### src/rtl/fifo_pkg.sv
// Shared async-FIFO helpers: Gray conversion and depth derivation.
// Used by both the write-side and read-side pointer controllers.
package fifo_pkg;

  localparam int ADDSIZE_DEF = 8;
  localparam int PW_MAX      = 17;

  typedef logic [PW_MAX-1:0] ptr_t;

  function automatic int depth_of(input int addsize);
    return 1 << addsize;
  endfunction

  function automatic ptr_t bin2gray(input ptr_t b);
    return b ^ (b >> 1);
  endfunction

  function automatic ptr_t gray2bin(input ptr_t g);
    ptr_t b;
    b[PW_MAX-1] = g[PW_MAX-1];
    for (int i = PW_MAX-2; i >= 0; i--)
      b[i] = b[i+1] ^ g[i];
    return b;
  endfunction

endpackage

### src/rtl/sync_2ff.sv
// Two-flop synchronizer for Gray pointers crossing clock domains.
// Synchronous active-low reset clears both stages.
module sync_2ff #(
  parameter int WIDTH = 1
) (
  input  logic             clk,
  input  logic             rst_n,
  input  logic [WIDTH-1:0] d,
  output logic [WIDTH-1:0] q
);

  logic [WIDTH-1:0] q1_q;
  logic [WIDTH-1:0] q2_q;

  // two-stage capture of the foreign-domain value
  always_ff @(posedge clk) begin
    if (!rst_n) begin
      q1_q <= '0;
      q2_q <= '0;
    end else begin
      q1_q <= d;
      q2_q <= q1_q;
    end
  end

  assign q = q2_q;

endmodule

### src/rtl/w_control.sv
// Write-domain controller for the dual-clock FIFO.
// Define W_CTRL_OVF_EN to add the dropped-write flag and counter.
module w_control
  import fifo_pkg::*;
#(
  parameter int ADDSIZE      = ADDSIZE_DEF,
  parameter int AFULL_MARGIN = 2
) (
  input  logic               wclk,
  input  logic               wrst_n,
  input  logic               winc,
  input  logic [ADDSIZE:0]   rptr,
  output logic               wen,
  output logic [ADDSIZE-1:0] waddr,
  output logic [ADDSIZE:0]   wptr,
  output logic               wfull,
`ifdef W_CTRL_OVF_EN
  output logic               wovf,
  output logic [7:0]         wovf_cnt,
`endif
  output logic               walmost_full,
  output logic [ADDSIZE:0]   wlevel
);

  localparam int DEPTH = depth_of(ADDSIZE);
  localparam logic [ADDSIZE:0] AF_TH =
    (ADDSIZE+1)'(DEPTH - AFULL_MARGIN);

  logic [ADDSIZE:0] rq2;

  logic [ADDSIZE:0] wbin_q, wbin_d;
  logic [ADDSIZE:0] wptr_q, wptr_d;
  logic [ADDSIZE:0] wlevel_q, wlevel_d;
  logic             wfull_q, wfull_d;
  logic             walmost_full_q, walmost_full_d;

  logic             accept;
  logic [ADDSIZE:0] full_cmp;
  ptr_t             wbin_x, wgray_x, rq2_x, rbin_x;
  logic             unused_hi;

  sync_2ff #(.WIDTH(ADDSIZE+1)) u_rsync (
    .clk   (wclk),
    .rst_n (wrst_n),
    .d     (rptr),
    .q     (rq2)
  );

  // next counter, Gray pointer, full and level from synced rptr
  always_comb begin
    accept  = winc & ~wfull_q;
    wbin_d  = wbin_q + {{ADDSIZE{1'b0}}, accept};
    wbin_x  = '0;
    wbin_x[ADDSIZE:0] = wbin_d;
    wgray_x = bin2gray(wbin_x);
    wptr_d  = wgray_x[ADDSIZE:0];
    rq2_x   = '0;
    rq2_x[ADDSIZE:0] = rq2;
    rbin_x  = gray2bin(rq2_x);
    full_cmp = {~rq2[ADDSIZE:ADDSIZE-1], rq2[ADDSIZE-2:0]};
    wfull_d  = (wptr_d == full_cmp);
    wlevel_d = wbin_d - rbin_x[ADDSIZE:0];
    walmost_full_d = (wlevel_d >= AF_TH);
  end

  // upper bits of the wide helper results are always zero
  assign unused_hi = ^{wgray_x, rbin_x};

  // write-side state registers
  always_ff @(posedge wclk) begin
    if (!wrst_n) begin
      wbin_q         <= '0;
      wptr_q         <= '0;
      wlevel_q       <= '0;
      wfull_q        <= 1'b0;
      walmost_full_q <= 1'b0;
    end else begin
      wbin_q         <= wbin_d;
      wptr_q         <= wptr_d;
      wlevel_q       <= wlevel_d;
      wfull_q        <= wfull_d;
      walmost_full_q <= walmost_full_d;
    end
  end

  assign wen          = winc & ~wfull_q;
  assign waddr        = wbin_q[ADDSIZE-1:0];
  assign wptr         = wptr_q;
  assign wfull        = wfull_q;
  assign walmost_full = walmost_full_q;
  assign wlevel       = wlevel_q;

`ifdef W_CTRL_OVF_EN
  logic       wovf_q, wovf_d;
  logic [7:0] wovf_cnt_q, wovf_cnt_d;
  logic       drop;

  // sticky overflow flag and saturating drop counter
  always_comb begin
    drop       = winc & wfull_q;
    wovf_d     = wovf_q | drop;
    wovf_cnt_d = wovf_cnt_q;
    if (drop && wovf_cnt_q != 8'hff)
      wovf_cnt_d = wovf_cnt_q + 8'd1;
  end

  // overflow state registers
  always_ff @(posedge wclk) begin
    if (!wrst_n) begin
      wovf_q     <= 1'b0;
      wovf_cnt_q <= '0;
    end else begin
      wovf_q     <= wovf_d;
      wovf_cnt_q <= wovf_cnt_d;
    end
  end

  assign wovf     = wovf_q;
  assign wovf_cnt = wovf_cnt_q;
`endif

endmodule

### config.mk
export PLATFORM = sky130hd
export DESIGN_NAME = w_control
export DESIGN_NICKNAME = d
export VERILOG_FILES = /design/src/rtl/fifo_pkg.sv /design/src/rtl/sync_2ff.sv /design/src/rtl/w_control.sv
export SDC_FILE = /design/constraint.sdc
export NUM_CORES = 1
export LEC_CHECK = 0
export CAP_MARGIN = 0
export CORE_AREA = 2 2 86 55
export DETAILED_ROUTE_END_ITERATION = 12
export DIE_AREA = 0 0 88 57
export PLACE_DENSITY = 0.73
export SLEW_MARGIN = 20
export SYNTH_ARGS = -nofsm -noshare
export SYNTH_HDL_FRONTEND = slang
export SYNTH_HIERARCHICAL = 1
export SYNTH_SLANG_ARGS = --single-unit
### constraint.sdc
create_clock -name wclk -period 5.3 [get_ports wclk]
set_input_delay 0.53 -clock wclk [delete_from_list [all_inputs] [get_ports wclk]]
set_output_delay 0.53 -clock wclk [all_outputs]
set_load 0.02 [all_outputs]
==> impl_metrics.toml <==
[clocking]
cts-hold-fix-buffers = 0
clock_latency_ns = 0.29
cts_htree_levels = 2
cts_root_buf = "clkbuf_8"
clock_tree_from_tritoncts = "done"
clockBufferDepth = 2
postCtsSetupBuffers = 0
cts_buffers = 5
cts_num_sinks = 46
clk_pin_slew_ns = 0.08
cts-resized-gates = 0

[place]
place.port_buffers = 40
place.detailed.hpwl_um = 2676
pre_cts_slack_ns = 1.204
final_gp_congestion = 0.7785

[global_routing]
number_of_antenna_violations_at_the_first_check_in_global_routing = 0
grt_first_pass_wirelength_um = 5589
grt_pass1_vias = 1265
grt_max_degree = 25
gr-total-overflow = 0
grt.total_usage = 0.1460

[sta]
worst_slew_margin_rel = 0.4971
tightest_pin_transition_ns = 0.7490
fin_worst_skew_ns = 0.005577
fmax_ghz = 0.2429
setup-tns-final_ns = 0
post-route-worst-setup-slack_ns = 1.183
min_period_ns = 4.117
final-max-slew-violation-count = 0
hold_violations = 0
period_share = 0.7769
grt_setup_unrepaired = "no"
setup_viol = 0

[logic_synthesis]
yosys.area.top_type = "dfxtp_1"
yosys_register_bits = 46
synth_simple_gate_area_frac = 0.1989
yosysUniqueCellTypes = 33
synthAdderAreaFrac = 0.07143
number_of_warnings_issued_by_yosys = 6
average_instance_area_after_synthesis_um2 = 10.06
postSynthNetCount = 225
post_synth_inst_count = 202
synth.area.top_cells = "dfxtp_1, xnor2_1, ha_1"
synth.area.mux_share = 0.009852
synth_compound_gate_area_share = 0.07266
ys_seq_area_frac = 0.4532
synth_top_area_share = 0.4532
synth-xor-area-share = 0.1681
mappedNetlistArea_um2 = 2032
synth_top_family_by_area = "simple AND/OR/NAND/NOR gates"

[worst_setup_path]
critical_path.cell_chain = "xnor3_2 > xor2_2 > xnor3_2 > xor2_2 > xor2_2 > xnor2_1 > ha_1 > inv_1 > fa_1 > a211oi_1 > nor2_1 > o21a_1 > o41ai_1 > xor2_1 > o32ai_1"
setup.worst_path.end_class = "register"
cp_max_fo = 3
worst-setup-path-type = "reg2reg"
cp_slowest_cell = "xnor3_2"
crit_arrival_ns = 4.26
critical_path_required_ns = 5.44
timing.critical_path.mode_cell = "xor2_2"
cpPeakStageDelay_ns = 0.48
crit_path_start_kind = "register"

[die]
fp.dieArea_um2 = 5016
die-height_um = 57
core.rowCount = 19
initial_cell_density_of_the_core = 0.4722
core_um2 = 4303
top_level_ports = 41
dieWidth_um = 88

[final_layout]
drive_above_1_share = 0.1012
most-common-layout-cells = "dfxtp_1, clkdlybuf4s50_1, nor2_1"
number_of_inserted_diodes = 0
area_growth_syn_to_layout_pct = 26.79
layout_net_count = 270
layout.cells.most_common = "dfxtp_1"

[run]
maxCapViolCount = 0

[detailed_routing]
dr_total_vias = 1440
drt_first_pass_iters = 4
postRouteAntennaNets = 0
via_density_per_instance = 4.645
drcViolationCount = 0
post_drt_wl_per_cell_um = 10.89
finalWirelength_um = 3376
detailedRoute.firstIterationViolations = 20

[pwr]
power.density_nw_per_um2 = 309.2
worst_ir_drop_vdd_mv = 0.1736
power.leakage_nw = 1.060

[worst_hold_path]
hold_class = "reg2reg"

[outcome]
outcome = "finished, final reports clean"
-- cells by family (layout without fill, tap and decap cells) --
| group | after synthesis | in the layout |
|---|---|---|
| xor+xnor | 33 | 33 |
| flops | 46 | 46 |
| fa+ha+maj | 11 | 11 |
| compound gates | 21 | 21 |
| buf+inv | 12 | 57 |
| simple gates | 77 | 77 |
| mux | 2 | 2 |
-- sequential cells by signal, summed over array words and instances (netlist names) --
name          flops
wfull             1
u_rsync/q         9
u_rsync/q1_q      9
walmost_full      1
wlevel            9
wbin_q            9
wptr              8
-- routing by layer --
layer	track usage	wire length (µm)	vias up	share of wire
li1	-	-	746	-
met1	0.2016	1755	637	0.52
met2	0.2186	1322	52	0.39
met3	0.05210	268	5	0.079
met4	0.03956	30	0	0.0089
met5	0	0	-	0
-- cells in the mapped netlist --
master and instances:
mux2i_1 2, inv_1 9, a21boi_0 1, o31a_1 1, o21a_1 4, fa_1 1
o41ai_1 1, o21ai_0 3, dfxtp_1 46, or3_1 2, nand4_1 1, a21oi_1 4
clkbuf_1 2, nor2b_1 2, o32ai_1 1, nand2b_1 2, a21o_1 1, nor2_1 27
buf_6 1, xor2_1 11, ha_1 10, a211oi_1 3, a2111o_1 1, and2_2 14
xnor3_2 2, nand3_1 5, and2_1 13, nand2_1 7, and3_1 1, nor3_1 3
xnor2_1 17, o31ai_1 1, xor2_2 3
-- power breakdown --
part / total [W] / internal [W] / leakage, nW / switching [W]
registers: 0.000384 / 0.000374 / 0.379 / 0.00000980
clock network: 0.000193 / 0.0000908 / 0.0383 / 0.000102
logic: 0.000220 / 0.000110 / 0.643 / 0.000110
-- layout make-up --
cell class                      count  area (µm²)
Clock buffer                        7       76.32
Fill cell                         386        1727
Inverter                            9       33.78
Multi-Input combinational cell    144        1059
Sequential cell                    46       920.9
Tap cell                           63       78.83
Timing Repair Buffer               41       407.9
-- path summary, 6_finish.rpt --
check | from | endpoint | slack [ns] | cells after the start
setup / recovery | u_rsync/q[8] | walmost_full | 1.18 | 15
hold / removal | u_rsync/q1_q[2] | u_rsync/q[2] | 0.45 | 1
setup reg to reg | u_rsync/q[8] | walmost_full | 1.18 | 15
hold reg to reg | u_rsync/q1_q[2] | u_rsync/q[2] | 0.45 | 1
-- stage by stage --
step / utilization / power, W / cell area (µm²) / std cells / hold WS, ns
global route: 0.5987 / 0.0008407 / 2576 / 310 / 0.4553
global placement: 0.5810 / 0.0006106 / 2500 / 303 / 0.4277
detailed placement: 0.5810 / 0.0006127 / 2500 / 303 / 0.4319
floorplan: - / 0.0005380 / 2032 / 202 / 0.4263
CTS: 0.5987 / 0.0008057 / 2576 / 310 / 0.4497
finish: 0.5987 / 0.0007966 / 2576 / 310 / 0.4481
-- critical path, delay by kind of cell (launching register included) --
kind,cells,cell delay (ns)
adder cells (fa/ha/maj),2,0.62
XOR/XNOR,7,1.92
AND/OR/NAND/NOR,1,0.10
AO/OA/AOI/OAI,4,0.88
flip-flops,1,0.39
buffers and inverters,1,0.06
(Power assumes the default switching activity.)
